<file path="config.mk">
export PLATFORM = sky130hd
export DESIGN_NAME = nearest_neighbor_compute_ctrl
export DESIGN_NICKNAME = d
export VERILOG_FILES = /design/src/rtl/nearest_neighbor_compute_ctrl.sv
export SDC_FILE = /design/constraint.sdc
export NUM_CORES = 1
export LEC_CHECK = 0
export CAP_MARGIN = 20
export CORE_ASPECT_RATIO = 1.75
export CORE_UTILIZATION = 53
export CTS_CLUSTER_SIZE = 25
export DETAILED_ROUTE_END_ITERATION = 7
export PLACE_DENSITY = 0.95
export RECOVER_POWER = 50
export SETUP_SLACK_MARGIN = 0.05
export SYNTH_ARGS = -nofsm -noshare
export SYNTH_HDL_FRONTEND = slang
export SYNTH_SLANG_ARGS = --single-unit
export TNS_END_PERCENT = 30
</file>
<file path="constraint.sdc">
create_clock -name clk -period 5.4 [get_ports clk]
set_input_delay 1.35 -clock clk [delete_from_list [all_inputs] [get_ports clk]]
set_output_delay 1.35 -clock clk [all_outputs]
set_load 0.03 [all_outputs]
</file>
<file path="src/rtl/nearest_neighbor_compute_ctrl.sv">
// nearest_neighbor_compute_ctrl
//
// Schedules the up-sample compute stage. Walks the output raster (y outer,
// x inner), issues reads to hw_input_stencil_ub with output coordinates and
// forwards each returned pixel as a write into nearest_neighbor_stencil_ub
// at the same coordinates, READ_LATENCY non-stalled cycles later.
//
// The compile-time macro NN_CTRL_PROTOCOL_CHECK_EN enables the sticky
// protocol error flag and a simulation assertion on read coordinates.
// Without it, err is tied low and no checking logic is built.

module nearest_neighbor_compute_ctrl #(
    parameter int OUT_W        = 128,
    parameter int OUT_H        = 128,
    parameter int READ_LATENCY = 1,
    parameter int DW           = 16
) (
    input  logic                 clk,
    input  logic                 rst_n,
    input  logic                 flush,
    input  logic                 start,
    input  logic                 stall,
    output logic                 busy,
    output logic                 done,
    output logic                 rd_ren,
    output logic [2:0][DW-1:0]   rd_ctrl_vars,
    input  logic [DW-1:0]        rd_data,
    output logic                 wr_wen,
    output logic [2:0][DW-1:0]   wr_ctrl_vars,
    output logic [DW-1:0]        wr_data,
    output logic                 err
);

    localparam int            LAST   = READ_LATENCY - 1;
    localparam logic [DW-1:0] X_LAST = DW'(OUT_W - 1);
    localparam logic [DW-1:0] Y_LAST = DW'(OUT_H - 1);

    typedef enum logic [1:0] {
        IDLE  = 2'd0,
        RUN   = 2'd1,
        DRAIN = 2'd2
    } state_t;

    state_t        state_q;
    state_t        state_d;
    logic [DW-1:0] x_q;
    logic [DW-1:0] y_q;
    logic [DW-1:0] x_d;
    logic [DW-1:0] y_d;

    // Delay line carrying {valid, y, x} alongside the outstanding reads.
    logic          vld_p [READ_LATENCY];
    logic [DW-1:0] y_p   [READ_LATENCY];
    logic [DW-1:0] x_p   [READ_LATENCY];

    // Last written values, held on the write port between writes.
    logic [DW-1:0] wr_data_q;
    logic [DW-1:0] wr_y_q;
    logic [DW-1:0] wr_x_q;

    logic adv;
    logic issue;
    logic wr_fire;
    logic any_vld;

    // A cycle only makes progress when neither frozen nor aborted; gating
    // with flush keeps the abort cycle itself free of reads and writes.
    assign adv     = !stall && !flush;
    assign issue   = (state_q == RUN) && adv;
    assign wr_fire = vld_p[LAST] && adv;

    // Pipeline occupancy, used to decide when DRAIN is finished.
    always_comb begin
        any_vld = 1'b0;
        for (int k = 0; k < READ_LATENCY; k++) begin
            any_vld = any_vld | vld_p[k];
        end
    end

    // State and raster counters.
    always_ff @(posedge clk or negedge rst_n) begin
        if (!rst_n) begin
            state_q <= IDLE;
            x_q     <= '0;
            y_q     <= '0;
        end else begin
            state_q <= state_d;
            x_q     <= x_d;
            y_q     <= y_d;
        end
    end

    // Next-state, counter advance and done pulse.
    always_comb begin
        state_d = state_q;
        x_d     = x_q;
        y_d     = y_q;
        done    = 1'b0;
        if (flush) begin
            state_d = IDLE;
            x_d     = '0;
            y_d     = '0;
        end else begin
            unique case (state_q)
                IDLE: begin
                    if (start) begin
                        state_d = RUN;
                    end
                end
                RUN: begin
                    if (issue) begin
                        if (x_q == X_LAST) begin
                            x_d = '0;
                            if (y_q == Y_LAST) begin
                                // Final pixel issued: park the counters at
                                // the origin and wait for the tail writes.
                                y_d     = '0;
                                state_d = DRAIN;
                            end else begin
                                y_d = y_q + DW'(1);
                            end
                        end else begin
                            x_d = x_q + DW'(1);
                        end
                    end
                end
                DRAIN: begin
                    if (!stall && !any_vld) begin
                        done    = 1'b1;
                        state_d = IDLE;
                    end
                end
                default: begin
                    state_d = IDLE;
                end
            endcase
        end
    end

    // Read-side delay line; frozen by stall, emptied by flush.
    always_ff @(posedge clk or negedge rst_n) begin
        if (!rst_n) begin
            for (int k = 0; k < READ_LATENCY; k++) begin
                vld_p[k] <= 1'b0;
                y_p[k]   <= '0;
                x_p[k]   <= '0;
            end
        end else if (flush) begin
            for (int k = 0; k < READ_LATENCY; k++) begin
                vld_p[k] <= 1'b0;
            end
        end else if (!stall) begin
            vld_p[0] <= issue;
            y_p[0]   <= y_q;
            x_p[0]   <= x_q;
            for (int k = 1; k < READ_LATENCY; k++) begin
                vld_p[k] <= vld_p[k-1];
                y_p[k]   <= y_p[k-1];
                x_p[k]   <= x_p[k-1];
            end
        end
    end

    // Capture the pixel and coordinates of each completed write so the
    // write port holds steady while no write is in progress.
    always_ff @(posedge clk or negedge rst_n) begin
        if (!rst_n) begin
            wr_data_q <= '0;
            wr_y_q    <= '0;
            wr_x_q    <= '0;
        end else if (wr_fire) begin
            wr_data_q <= rd_data;
            wr_y_q    <= y_p[LAST];
            wr_x_q    <= x_p[LAST];
        end
    end

    // The read address follows the counters directly, so it naturally holds
    // through a stall and the buffer keeps presenting the same pixel.
    assign busy            = (state_q != IDLE);
    assign rd_ren          = issue;
    assign rd_ctrl_vars[0] = '0;
    assign rd_ctrl_vars[1] = y_q;
    assign rd_ctrl_vars[2] = x_q;

    // Write port: live data in the write cycle, held values otherwise.
    assign wr_wen          = wr_fire;
    assign wr_ctrl_vars[0] = '0;
    assign wr_ctrl_vars[1] = wr_fire ? y_p[LAST] : wr_y_q;
    assign wr_ctrl_vars[2] = wr_fire ? x_p[LAST] : wr_x_q;
    assign wr_data         = wr_fire ? rd_data   : wr_data_q;

`ifdef NN_CTRL_PROTOCOL_CHECK_EN
    logic err_q;

    // Sticky misuse flag: start while already running, or stall while idle.
    always_ff @(posedge clk or negedge rst_n) begin
        if (!rst_n) begin
            err_q <= 1'b0;
        end else if (flush) begin
            err_q <= 1'b0;
        end else if ((start && (state_q != IDLE)) || (stall && (state_q == IDLE))) begin
            err_q <= 1'b1;
        end
    end

    assign err = err_q;

    // Every issued read must address a pixel inside the output frame.
    a_rd_in_range : assert property (
        @(posedge clk) disable iff (!rst_n)
        rd_ren |-> ((32'(rd_ctrl_vars[2]) < 32'(OUT_W)) && (32'(rd_ctrl_vars[1]) < 32'(OUT_H)))
    );
`else
    assign err = 1'b0;
`endif

endmodule

</file>
==> metrics.log <==
[metrics] result of the run: finished, violations left
[metrics] failing checks: capacitance limit, slew limit
[metrics] number of hold violations in the final report: 0
[metrics] accumulated negative setup slack: 0 ns
[metrics] leakage: 0.00311 uW
[metrics] highest ir drop seen on vdd: 0.000287 V
[metrics] setup slack after layout: 0.438 ns
[metrics] vias per std cell: 5.86
[metrics] Max-slew headroom: -1.16
[metrics] count of TritonRoute iterations in the first routing pass: 5
[metrics] hold path cells: 1
[metrics] fraction of the yosys area taken by sequential cells: 0.537
[metrics] Core Rows: 48
[metrics] max incr delay on CP: 0.66 ns
[metrics] Setup Fix Bufs, Post-CTS: 0
[metrics] Slew @ Worst Pin: 3.24 ns
[metrics] most common library cell in the layout ignoring fill and taps: dfrtp_1
[metrics] effective utilization at floorplan: 0.544
[metrics] Final min period: 4.96 ns
[metrics] share of the core filled with cells in the final layout: 0.707
[metrics] share of post-route cells with drive strength above 1: 0.255
[metrics] RSZ-0062 raised after global routing: no
[metrics] nets: 570
[metrics] GRT Overall Usage: 0.252
[metrics] total die area: 10500 sq um
[metrics] largest clock skew in the final design: 0.00887 ns
[metrics] routed vias: 4014
[metrics] remaining antenna violation count: 0
[metrics] data arrival time at the worst-slack endpoint: 3.61 ns
[metrics] Startpoint Class: input port
[metrics] clk buf depth: 2
[metrics] leading post-synthesis cells by cell area: dfrtp_1, mux2_2, buf_4
[metrics] detailed-route wire length per cell: 18.2 um
[metrics] list of cells traversed by the critical path: dlygate4sd3_1, nor2_4, and2_2, buf_12, mux2_2, clkdlybuf4s50_1
[metrics] Resize count post-CTS: 0
[metrics] clock slew at the register clock pins of the worst setup and hold paths: 0.05 ns
[metrics] wire length after detailed routing: 12.5 mm
[metrics] capturing point of the worst reg2reg path: x_q[0]
[metrics] worst reg-to-reg path cell count: 5
[metrics] total overflow reported by the global router: 0
[metrics] initial detailed-routing violation count: 386
[metrics] number of enable flip-flop cells after synthesis: 0
[metrics] CTS sink cnt: 115
[metrics] highest-count cells in the layout ignoring fill and taps: dfrtp_1, clkdlybuf4s50_1, mux2_2
[metrics] endpoint with the worst hold slack: wr_y_q[12]
[metrics] flop-to-flop setup slack: 2.65 ns
[metrics] Final Max Tran Viols: 76
[metrics] largest net degree at the start of global routing: 80
[metrics] warnings from Yosys: 0
[metrics] FFs w/ async S/R, synth: 1.00
[metrics] reg-to-reg startpoint: x_q[0]
[metrics] width of the die: 78 um
[metrics] initial antenna violation count: 0
[metrics] final cycle utilization of the critical path: 0.919
[metrics] endpoint type of the worst setup path: output port
[metrics] Critical Setup Path Class: in2out
[metrics] worst hold start: wr_y_q[12]
[metrics] largest fanout of any net on the critical path: 49
[metrics] type of the most critical hold path: reg2reg
[metrics] final setup violating endpoints: 0
[metrics] number of cells produced by synthesis: 442
[metrics] core region area: 9850 sq um
[metrics] Power per Cell Area: 351 nW/um^2
[metrics] Bufs and invs on worst path: 3
[metrics] flip-flop and latch count after synthesis: 115
[metrics] cell chosen for the clock root: clkbuf_16
[metrics] Post-Synthesis Cell Area: 5360 sq um
[metrics] most used flip-flop cell after synthesis: dfrtp_1
[metrics] total inserted antenna cells: 0
[metrics] Avg Inst Size Synth: 12.1 sq um
[metrics] floorplan die height: 135 um
[metrics] Achievable Freq: 202 MHz
[metrics] io pins: 138
[metrics] area fraction of the dominant cell type after synthesis: 0.537
[metrics] CTS buffer count: 17
[metrics] H-tree levels: 4
[metrics] count of distinct cell types in the synthesized netlist: 53
[metrics] hold buffer count at CTS: 0
[metrics] cell taking the most area after synthesis: dfrtp_1
[metrics] GP Congestion: 0.953
[metrics] first-pass GRT wire length: 20.0 mm
[metrics] Filler Cells Inserted: 711
[metrics] endpoint required time on the critical path: 4.05 ns
[metrics] largest delay contributor family on the critical path: buffers and inverters
[metrics] clk_lat worst skew: 0.41 ns
[metrics] TritonCTS clock tree: yes
[metrics] Setup WS pre-CTS: 0.491 ns
[metrics] count of input and output buffers: 104
[metrics] number of remaining DRC errors: 0
[metrics] area growth from synthesis to layout: 29.9%
[metrics] via count of the first global-routing pass: 3897
[metrics] reported max-cap violation count: 1
[metrics] dpl hpwl: 8.38 mm
[metrics] slowest library cell on the worst path: dlygate4sd3_1
per-layer routing:
layer,routed length [um],part of all wire,vias up,GRT usage
met2,6700,0.54,225,0.430
met5,0,0,-,0
met3,751,0.060,47,0.0736
met4,435,0.035,0,0.135
met1,4590,0.37,1963,0.281
li1,-,-,1779,-
report_power, final:
| part | total, uW | switching [uW] | leakage, uW | internal, uW |
|---|---|---|---|---|
| clock network | 1170 | 390 | 0.000295 | 782 |
| registers | 930 | 20.1 | 0.00157 | 910 |
| logic | 342 | 209 | 0.00124 | 133 |
logic make-up after synthesis:
| kind of cell | Yosys count | synth area share |
|---|---|---|
| flops | 115 | 0.537 |
| simple gates | 111 | 0.127 |
| mux | 84 | 0.176 |
| buf+inv | 66 | 0.0761 |
| compound gates | 59 | 0.0726 |
| xor+xnor | 4 | 0.00654 |
| fa+ha+maj | 2 | 0.00467 |
| other cells | 1 | 0.000700 |
state kept, by name (all words and copies together), names as in the netlist:
signal,count
state_q,2
x_q,16
wr_data_q,16
y_p,16
y_q,16
wr_y_q,16
x_p,16
any_vld,1
wr_x_q,16
how the worst max path moves through the flow:
stage	cells past startpoint	startpoint	to	slack, ns
2_1_floorplan	7	flush	wr_data[10]	1.26
3_3_place_gp	6	stall	wr_ctrl_vars[43]	0.55
3_5_place_dp	6	stall	wr_data[8]	0.49
4_1_cts	6	stall	wr_ctrl_vars[44]	0.47
5_1_grt	2	rst_n	x_p[4]	0.38
6_report	6	stall	wr_data[2]	0.44
worst register-to-register path: cells and delay by family, from the launching register on:
kind,cells,cell delay (ns)
AO/OA/AOI/OAI,3,1.60
flip-flops,1,0.45
adder cells (fa/ha/maj),1,0.28
AND/OR/NAND/NOR,1,0.32
stage by stage:
step / instance area [sq um] / instances / hold WS [ns] / power, uW
after floorplan: 5480 / 474 / 0.475 / 1160
after global placement: 6340 / 652 / 0.480 / 1280
after detailed placement: 6340 / 652 / 0.484 / 1290
after CTS: 6960 / 684 / 0.498 / 2460
after global routing: 6960 / 685 / 0.505 / 2530
final: 6960 / 685 / 0.495 / 2440
layout make-up:
type,count,area (sq um),area share
Sequential cell,115,2880,0.413
Clock inverter,13,183,0.0262
Clock buffer,19,443,0.0636
Inverter,9,33.8,0.00485
Multi-Input combinational cell,293,2190,0.315
Timing Repair Buffer,111,1070,0.154
Tap cell,125,156,0.0225
cells in the mapped netlist, types with 5 or more instances:
cell type	count
buf_4	37
nand4_1	15
a21oi_1	13
nand2_1	18
buf_2	11
nor2_1	12
mux2_2	80
nand3_1	15
a211oi_1	5
clkbuf_1	8
o21ai_0	14
o22ai_1	5
nor4_1	7
dfrtp_1	115
nor3_1	6
or3_1	5
inv_1	9
Note: power is estimated with default switching activity, not from simulation.
